$ cat config.mk
export PLATFORM = sky130hd
export DESIGN_NAME = register_file_flat
export DESIGN_NICKNAME = d
export VERILOG_FILES = /design/src/rtl/register_file_pkg.sv /design/src/rtl/register_file_if.sv /design/src/rtl/register_file_rf_read_port.sv /design/src/rtl/register_file.sv /design/src/flat_wrapper.sv
export SDC_FILE = /design/constraint.sdc
export NUM_CORES = 2
export LEC_CHECK = 0
export CAP_MARGIN = 25
export CORE_UTILIZATION = 30
export DETAILED_ROUTE_END_ITERATION = 12
export PLACE_DENSITY = 0.56
export SLEW_MARGIN = 20
export SYNTH_ARGS = -nofsm -noshare
export SYNTH_HDL_FRONTEND = slang
export SYNTH_SLANG_ARGS = --single-unit
$ cat constraint.sdc
create_clock -name wb_clk -period 3.3 [get_ports wb_clk]
set_input_delay 0.495 -clock wb_clk [delete_from_list [all_inputs] [get_ports wb_clk]]
set_output_delay 0.495 -clock wb_clk [all_outputs]
set_load 0.02 [all_outputs]
$ cat src/rtl/register_file_pkg.sv
// Shared register-file constants: default widths and the hardwired-zero register index.
package register_file_pkg;

  localparam int RF_DWIDTH = 32;
  localparam int RF_AWIDTH = 5;
  localparam int ZERO_REG  = 0;

endpackage

$ cat src/rtl/register_file_if.sv
// Writeback-commit and decode-read signals of the architectural register file.
interface register_file_if #(
  parameter int DWIDTH = 32,
  parameter int AWIDTH = 5
);

  logic              rf_i_wr_ce;
  logic              rf_i_we;
  logic [AWIDTH-1:0] rf_i_wr_addr;
  logic [DWIDTH-1:0] rf_i_wr_data;
  logic              rf_i_rd_ce;
  logic [AWIDTH-1:0] rf_i_rs1_addr;
  logic [AWIDTH-1:0] rf_i_rs2_addr;
  logic              rf_i_stall;
  logic              rf_i_flush;
  logic [DWIDTH-1:0] rf_o_rs1_data;
  logic [DWIDTH-1:0] rf_o_rs2_data;
  logic [AWIDTH-1:0] rf_o_rs1_addr;
  logic [AWIDTH-1:0] rf_o_rs2_addr;
  logic              rf_o_ce;

  modport master (
    output rf_i_wr_ce, rf_i_we, rf_i_wr_addr, rf_i_wr_data,
    output rf_i_rd_ce, rf_i_rs1_addr, rf_i_rs2_addr, rf_i_stall, rf_i_flush,
    input  rf_o_rs1_data, rf_o_rs2_data, rf_o_rs1_addr, rf_o_rs2_addr, rf_o_ce
  );

  modport slave (
    input  rf_i_wr_ce, rf_i_we, rf_i_wr_addr, rf_i_wr_data,
    input  rf_i_rd_ce, rf_i_rs1_addr, rf_i_rs2_addr, rf_i_stall, rf_i_flush,
    output rf_o_rs1_data, rf_o_rs2_data, rf_o_rs1_addr, rf_o_rs2_addr, rf_o_ce
  );

endinterface

$ cat src/rtl/register_file_rf_read_port.sv
// One registered read port: operand capture with write bypass, stall hold with refresh, flush clear.
module rf_read_port
  import register_file_pkg::*;
#(
  parameter int DWIDTH = RF_DWIDTH,
  parameter int AWIDTH = RF_AWIDTH
) (
  input  logic              wb_clk,
  input  logic              wb_rst,
  input  logic              rd_ce,
  input  logic              stall,
  input  logic              flush,
  input  logic [AWIDTH-1:0] rd_addr,
  input  logic [DWIDTH-1:0] rd_mem_data,
  input  logic              wr_commit,
  input  logic [AWIDTH-1:0] wr_addr,
  input  logic [DWIDTH-1:0] wr_data,
  output logic [DWIDTH-1:0] data_reg,
  output logic [AWIDTH-1:0] addr_reg
);

  logic [DWIDTH-1:0] operand;
  logic [DWIDTH-1:0] data_next;
  logic [AWIDTH-1:0] addr_next;
  logic              held_hit;

  always_comb begin
    operand = rd_mem_data;
    if (rd_addr == AWIDTH'(ZERO_REG)) begin
      operand = '0;
    end else if (wr_commit && (wr_addr == rd_addr)) begin
      operand = wr_data;
    end
  end

  // A retiring producer of the held register must not leave decode with a stale operand.
  assign held_hit = wr_commit && (wr_addr == addr_reg) && (addr_reg != AWIDTH'(ZERO_REG));

  always_comb begin
    data_next = data_reg;
    addr_next = addr_reg;
    if (flush) begin
      data_next = '0;
      addr_next = '0;
    end else if (stall) begin
      if (held_hit) begin
        data_next = wr_data;
      end
    end else if (rd_ce) begin
      data_next = operand;
      addr_next = rd_addr;
    end else begin
      data_next = '0;
      addr_next = '0;
    end
  end

  always_ff @(posedge wb_clk or negedge wb_rst) begin
    if (!wb_rst) begin
      data_reg <= '0;
      addr_reg <= '0;
    end else begin
      data_reg <= data_next;
      addr_reg <= addr_next;
    end
  end

endmodule

$ cat src/rtl/register_file.sv
// Architectural integer register file: writeback commit port plus two registered decode read ports.
module register_file
  import register_file_pkg::*;
#(
  parameter int DWIDTH = RF_DWIDTH,
  parameter int AWIDTH = RF_AWIDTH
) (
  input logic          wb_clk,
  input logic          wb_rst,
  register_file_if.slave rf_bus
);

  localparam int NUM_REGS  = 2 ** AWIDTH;
  localparam int NUM_PORTS = 2;

  // Flop array rather than RAM so that the asynchronous clear reaches every entry.
  logic [DWIDTH-1:0] mem_reg [NUM_REGS];
  logic              wr_commit;
  logic              ce_reg;
  logic              ce_next;

  logic [AWIDTH-1:0] rd_addr   [NUM_PORTS];
  logic [DWIDTH-1:0] port_data [NUM_PORTS];
  logic [AWIDTH-1:0] port_addr [NUM_PORTS];

  assign wr_commit = rf_bus.rf_i_wr_ce && rf_bus.rf_i_we &&
                     (rf_bus.rf_i_wr_addr != AWIDTH'(ZERO_REG));

  // Entry 0 is never written, so it stays at its reset value of zero.
  always_ff @(posedge wb_clk or negedge wb_rst) begin
    if (!wb_rst) begin
      for (int i = 0; i < NUM_REGS; i++) begin
        mem_reg[i] <= '0;
      end
    end else if (wr_commit) begin
      mem_reg[rf_bus.rf_i_wr_addr] <= rf_bus.rf_i_wr_data;
    end
  end

  always_comb begin
    ce_next = ce_reg;
    if (rf_bus.rf_i_flush) begin
      ce_next = 1'b0;
    end else if (!rf_bus.rf_i_stall) begin
      ce_next = rf_bus.rf_i_rd_ce;
    end
  end

  always_ff @(posedge wb_clk or negedge wb_rst) begin
    if (!wb_rst) begin
      ce_reg <= 1'b0;
    end else begin
      ce_reg <= ce_next;
    end
  end

  assign rd_addr[0] = rf_bus.rf_i_rs1_addr;
  assign rd_addr[1] = rf_bus.rf_i_rs2_addr;

  generate
    for (genvar gi = 0; gi < NUM_PORTS; gi++) begin : g_port
      rf_read_port #(
        .DWIDTH (DWIDTH),
        .AWIDTH (AWIDTH)
      ) u_rf_read_port (
        .wb_clk      (wb_clk),
        .wb_rst      (wb_rst),
        .rd_ce       (rf_bus.rf_i_rd_ce),
        .stall       (rf_bus.rf_i_stall),
        .flush       (rf_bus.rf_i_flush),
        .rd_addr     (rd_addr[gi]),
        .rd_mem_data (mem_reg[rd_addr[gi]]),
        .wr_commit   (wr_commit),
        .wr_addr     (rf_bus.rf_i_wr_addr),
        .wr_data     (rf_bus.rf_i_wr_data),
        .data_reg    (port_data[gi]),
        .addr_reg    (port_addr[gi])
      );
    end
  endgenerate

  assign rf_bus.rf_o_ce        = ce_reg;
  assign rf_bus.rf_o_rs1_data  = port_data[0];
  assign rf_bus.rf_o_rs2_data  = port_data[1];
  assign rf_bus.rf_o_rs1_addr  = port_addr[0];
  assign rf_bus.rf_o_rs2_addr  = port_addr[1];

endmodule

$ cat src/flat_wrapper.sv
// flat-port wrapper written by rule: the top's interface ports become plain ports
module register_file_flat import register_file_pkg::*;
#(
  parameter int DWIDTH = RF_DWIDTH,
  parameter int AWIDTH = RF_AWIDTH
)
  (wb_clk, wb_rst, rf_bus_rf_i_wr_ce, rf_bus_rf_i_we, rf_bus_rf_i_wr_addr, rf_bus_rf_i_wr_data, rf_bus_rf_i_rd_ce, rf_bus_rf_i_rs1_addr, rf_bus_rf_i_rs2_addr, rf_bus_rf_i_stall, rf_bus_rf_i_flush, rf_bus_rf_o_rs1_data, rf_bus_rf_o_rs2_data, rf_bus_rf_o_rs1_addr, rf_bus_rf_o_rs2_addr, rf_bus_rf_o_ce);
  register_file_if #(.DWIDTH(DWIDTH), .AWIDTH(AWIDTH)) rf_bus_i ();
  input logic wb_clk;
  input logic wb_rst;
  input wire logic [$bits(rf_bus_i.rf_i_wr_ce)-1:0] rf_bus_rf_i_wr_ce;
  input wire logic [$bits(rf_bus_i.rf_i_we)-1:0] rf_bus_rf_i_we;
  input wire logic [$bits(rf_bus_i.rf_i_wr_addr)-1:0] rf_bus_rf_i_wr_addr;
  input wire logic [$bits(rf_bus_i.rf_i_wr_data)-1:0] rf_bus_rf_i_wr_data;
  input wire logic [$bits(rf_bus_i.rf_i_rd_ce)-1:0] rf_bus_rf_i_rd_ce;
  input wire logic [$bits(rf_bus_i.rf_i_rs1_addr)-1:0] rf_bus_rf_i_rs1_addr;
  input wire logic [$bits(rf_bus_i.rf_i_rs2_addr)-1:0] rf_bus_rf_i_rs2_addr;
  input wire logic [$bits(rf_bus_i.rf_i_stall)-1:0] rf_bus_rf_i_stall;
  input wire logic [$bits(rf_bus_i.rf_i_flush)-1:0] rf_bus_rf_i_flush;
  output wire logic [$bits(rf_bus_i.rf_o_rs1_data)-1:0] rf_bus_rf_o_rs1_data;
  output wire logic [$bits(rf_bus_i.rf_o_rs2_data)-1:0] rf_bus_rf_o_rs2_data;
  output wire logic [$bits(rf_bus_i.rf_o_rs1_addr)-1:0] rf_bus_rf_o_rs1_addr;
  output wire logic [$bits(rf_bus_i.rf_o_rs2_addr)-1:0] rf_bus_rf_o_rs2_addr;
  output wire logic [$bits(rf_bus_i.rf_o_ce)-1:0] rf_bus_rf_o_ce;
  assign rf_bus_i.rf_i_wr_ce = rf_bus_rf_i_wr_ce;
  assign rf_bus_i.rf_i_we = rf_bus_rf_i_we;
  assign rf_bus_i.rf_i_wr_addr = rf_bus_rf_i_wr_addr;
  assign rf_bus_i.rf_i_wr_data = rf_bus_rf_i_wr_data;
  assign rf_bus_i.rf_i_rd_ce = rf_bus_rf_i_rd_ce;
  assign rf_bus_i.rf_i_rs1_addr = rf_bus_rf_i_rs1_addr;
  assign rf_bus_i.rf_i_rs2_addr = rf_bus_rf_i_rs2_addr;
  assign rf_bus_i.rf_i_stall = rf_bus_rf_i_stall;
  assign rf_bus_i.rf_i_flush = rf_bus_rf_i_flush;
  assign rf_bus_rf_o_rs1_data = rf_bus_i.rf_o_rs1_data;
  assign rf_bus_rf_o_rs2_data = rf_bus_i.rf_o_rs2_data;
  assign rf_bus_rf_o_rs1_addr = rf_bus_i.rf_o_rs1_addr;
  assign rf_bus_rf_o_rs2_addr = rf_bus_i.rf_o_rs2_addr;
  assign rf_bus_rf_o_ce = rf_bus_i.rf_o_ce;
  register_file #(.DWIDTH(DWIDTH), .AWIDTH(AWIDTH)) u_core (.wb_clk(wb_clk), .wb_rst(wb_rst), .rf_bus(rf_bus_i));
endmodule
==> flow_summary.toml <==
[power_and_ir_drop]
p_int_uw = 26400
swShare_pct = 27.3
powerDensity_nw_per_um2 = 528
switchingPower_uw = 9900
comb_power_share_pct = 16.3
irDropWorstVdd_mv = 0.414
power_frac_seq_pct = 45.4
clkPwrFrac_pct = 38.3
finalPower_uw = 36300
leakagePower_uw = 0.0310

[layout]
fin_cells = 6949
nets = 4376
largest_reg_flops = 1024
final_area_um2 = 68700
drive_gt1_share_pct = 42.2
area_growth_pct = 18.4

[sta]
fin_crit_ps = 2570
fin_ws_ps = 730
finClkSkew_ps = 41.7
rsz0062_at_grt = "no"
drv_slew = 0
setup-tns-final_ps = 0
slew_headroom_pct = 36.1
fin_crit_sh_pct = 77.9
hold_viol = 0
tightest_slew_ps = 956
finalSetupViolations = 0
max_freq_mhz = 389

[synthesis]
synthTopCellsByCount = "1,099 x dfrtp_1, 1,002 x mux2_2, 519 x mux2i_1"
synth_fp_nets = 4296
synth_top_cell_by_area = "dfrtp_1"
syn_area_um2 = 58000
synth_edf_count = 0
yosysUniqueCellTypes = 42
synth_top_area_share_pct = 47.4
synthTopCellsByArea = "dfrtp_1 47%, mux2_2 19%, mux4_2 12%, mux2i_1 9.0%, a22oi_1 2.5%"
yosys_warnings = 0
synthCells = 4242
synth_most_common_cell = "dfrtp_1"
synth-async-reset-ratio_pct = 100
synth_area_per_cell_um2 = 13.7
ys.flop_type = "dfrtp_1"
yosysSeqAreaShare_pct = 47.4
synth_seq_cells = 1099

[place]
placed_area_um2 = 64700
port_buffers = 128
dp.cells = 6727
post-dp-hpwl_mm = 130
gp_congestion = 0.832
place_ws_ps = 251

[global_routing]
grt-ovfl-total = 0
grt_pass1_vias = 40866
grt_pass1_wl_mm = 306
grt_max_degree = 85
grt.total_usage_pct = 21.4
antenna_found_initial = 6

[clocking]
cts_buffer_depth = 3
clkLatencyLatePin_ps = 760
clkTransAtPathRegs_ps = 60
htree_levels = 3
cts_buffers = 116
clock-sinks = 1099
root_buffer = "clkbuf_16"
cts_tree = "built"
cts_setup_buffers = 0

[worst_setup_path]
path_cells = "clkdlybuf4s50_1"
critPathTopFamily = "buffers and inverters"
endpoint_kind = "output pin"
max_stage_delay_ps = 790
critPathMaxFanout = 3
criticalPathCategory = "reg -> out"
cpMaxStageDelayCell = "clkdlybuf4s50_1"
arrival_ps = 2080
cp-start-kind = "flop"
critPathBufInv = 1
cp.required_ps = 2800

[floorplanning]
dieArea_um2 = 195000
rows = 161
die_h_um = 442
die_x_um = 442
pin_count = 129
initial_core_util_pct = 30.2
coreArea_um2 = 192000

[route]
wire_per_inst_um = 30.5
ant_nets = 0
drt_first_pass_iters = 5
detail_route.vias_per_cell = 5.74
wl_met3_mm = 12.2
routed-wl-met2_mm = 101
dr.first_iter.drc_count = 3663
top_layer = "met5"
wl_mm = 212
drc = 0
vias = 39913
drt-met1-wl_mm = 87.8

[job]
drv_cap = 0

[min_path]
hold_path.class = "in -> reg"

[run_status]
status = "finished, final reports clean"
==> cell usage in the layout, fill, tap and decap left out, types with 14 or more instances in the layout <==
| master | netlist | routed |
|---|---|---|
| a221o_1 | 32 | 32 |
| mux4_2 | 299 | 299 |
| mux2_2 | 1002 | 1002 |
| buf_4 | 5 | 178 |
| nor3_1 | 20 | 20 |
| buf_12 | 0 | 126 |
| clkbuf_16 | 0 | 118 |
| nor2_4 | 0 | 16 |
| nand4_1 | 37 | 37 |
| o211ai_1 | 41 | 41 |
| a22oi_1 | 197 | 197 |
| nor4_1 | 34 | 32 |
| clkdlybuf4s50_1 | 0 | 114 |
| o22ai_1 | 17 | 16 |
| mux2i_1 | 519 | 519 |
| clkinv_2 | 0 | 27 |
| nand2_1 | 58 | 43 |
| nand2_4 | 0 | 14 |
| clkbuf_8 | 0 | 27 |
| dfrtp_1 | 1099 | 1099 |
| nand3_1 | 99 | 99 |
| clkbuf_1 | 283 | 22 |
| a211oi_1 | 52 | 52 |
| a21oi_1 | 54 | 54 |
| nor2_1 | 110 | 94 |
==> layer usage <==
layer	track usage [%]	up-vias
li1	-	16377
met1	28.0	21491
met2	34.8	1625
met3	2.85	418
met4	10.4	2
met5	0	-
==> area by class of cell <==
cell class / count / area, um^2
Multi-Input combinational cell: 2667 / 28900
Inverter: 3 / 11.3
Clock inverter: 49 / 606
Clock buffer: 167 / 3410
Tap cell: 2526 / 3160
Timing Repair Buffer: 435 / 5180
Sequential cell: 1099 / 27500
Antenna cell: 3 / 7.51
Fill cell: 18297 / 124000
==> logic make-up after synthesis <==
| logic type | count (synthesis) | synth area share [%] |
|---|---|---|
| AND/OR/NAND/NOR | 410 | 3.51 |
| flip-flops | 1099 | 47.4 |
| AO/OA/AOI/OAI | 417 | 5.31 |
| XOR/XNOR | 20 | 0.302 |
| buffers and inverters | 476 | 3.50 |
| multiplexers | 1820 | 40.0 |
==> path summary, 6_finish.rpt <==
path	from	endpoint	slack, ps	cells past startpoint
max reg2reg	u_core.mem_reg[35]	u_core.g_port[1].u_rf_read_port.data_reg[3]	1050	6
min in group asynchronous	wb_rst	u_core.mem_reg[668]	320	2
min	rf_bus_rf_i_rs1_addr[1]	u_core.g_port[0].u_rf_read_port.addr_reg[1]	210	3
min reg2reg	u_core.mem_reg[1022]	u_core.mem_reg[1022]	380	0
max	u_core.g_port[1].u_rf_read_port.addr_reg[1]	rf_bus_rf_o_rs2_addr[1]	730	1
max in group asynchronous	wb_rst	u_core.mem_reg[206]	1900	3
==> power groups by stage <==
stage / registers (uW) / clock network [uW] / logic, uW
after floorplan: 16200 / 0 / 4060
after global placement: 16600 / 0 / 5810
after detailed placement: 16600 / 0 / 5910
after CTS: 16400 / 14100 / 5940
after global routing: 16600 / 14700 / 6340
final: 16400 / 13900 / 5920
==> metrics by stage <==
stage,utilization (%),hold slack (ps)
after global routing,35.7,228
after global placement,33.6,367
after detailed placement,33.6,367
after floorplan,-,199
final,35.7,209
after CTS,35.7,174
==> repair_timing <==
item	4_1_cts	5_1_grt
endpoints found under the setup margin	0	0
resized for setup	0	0
hold endpoints to repair	38	0
hold buffers	2	0
(Power assumes the default switching activity.)
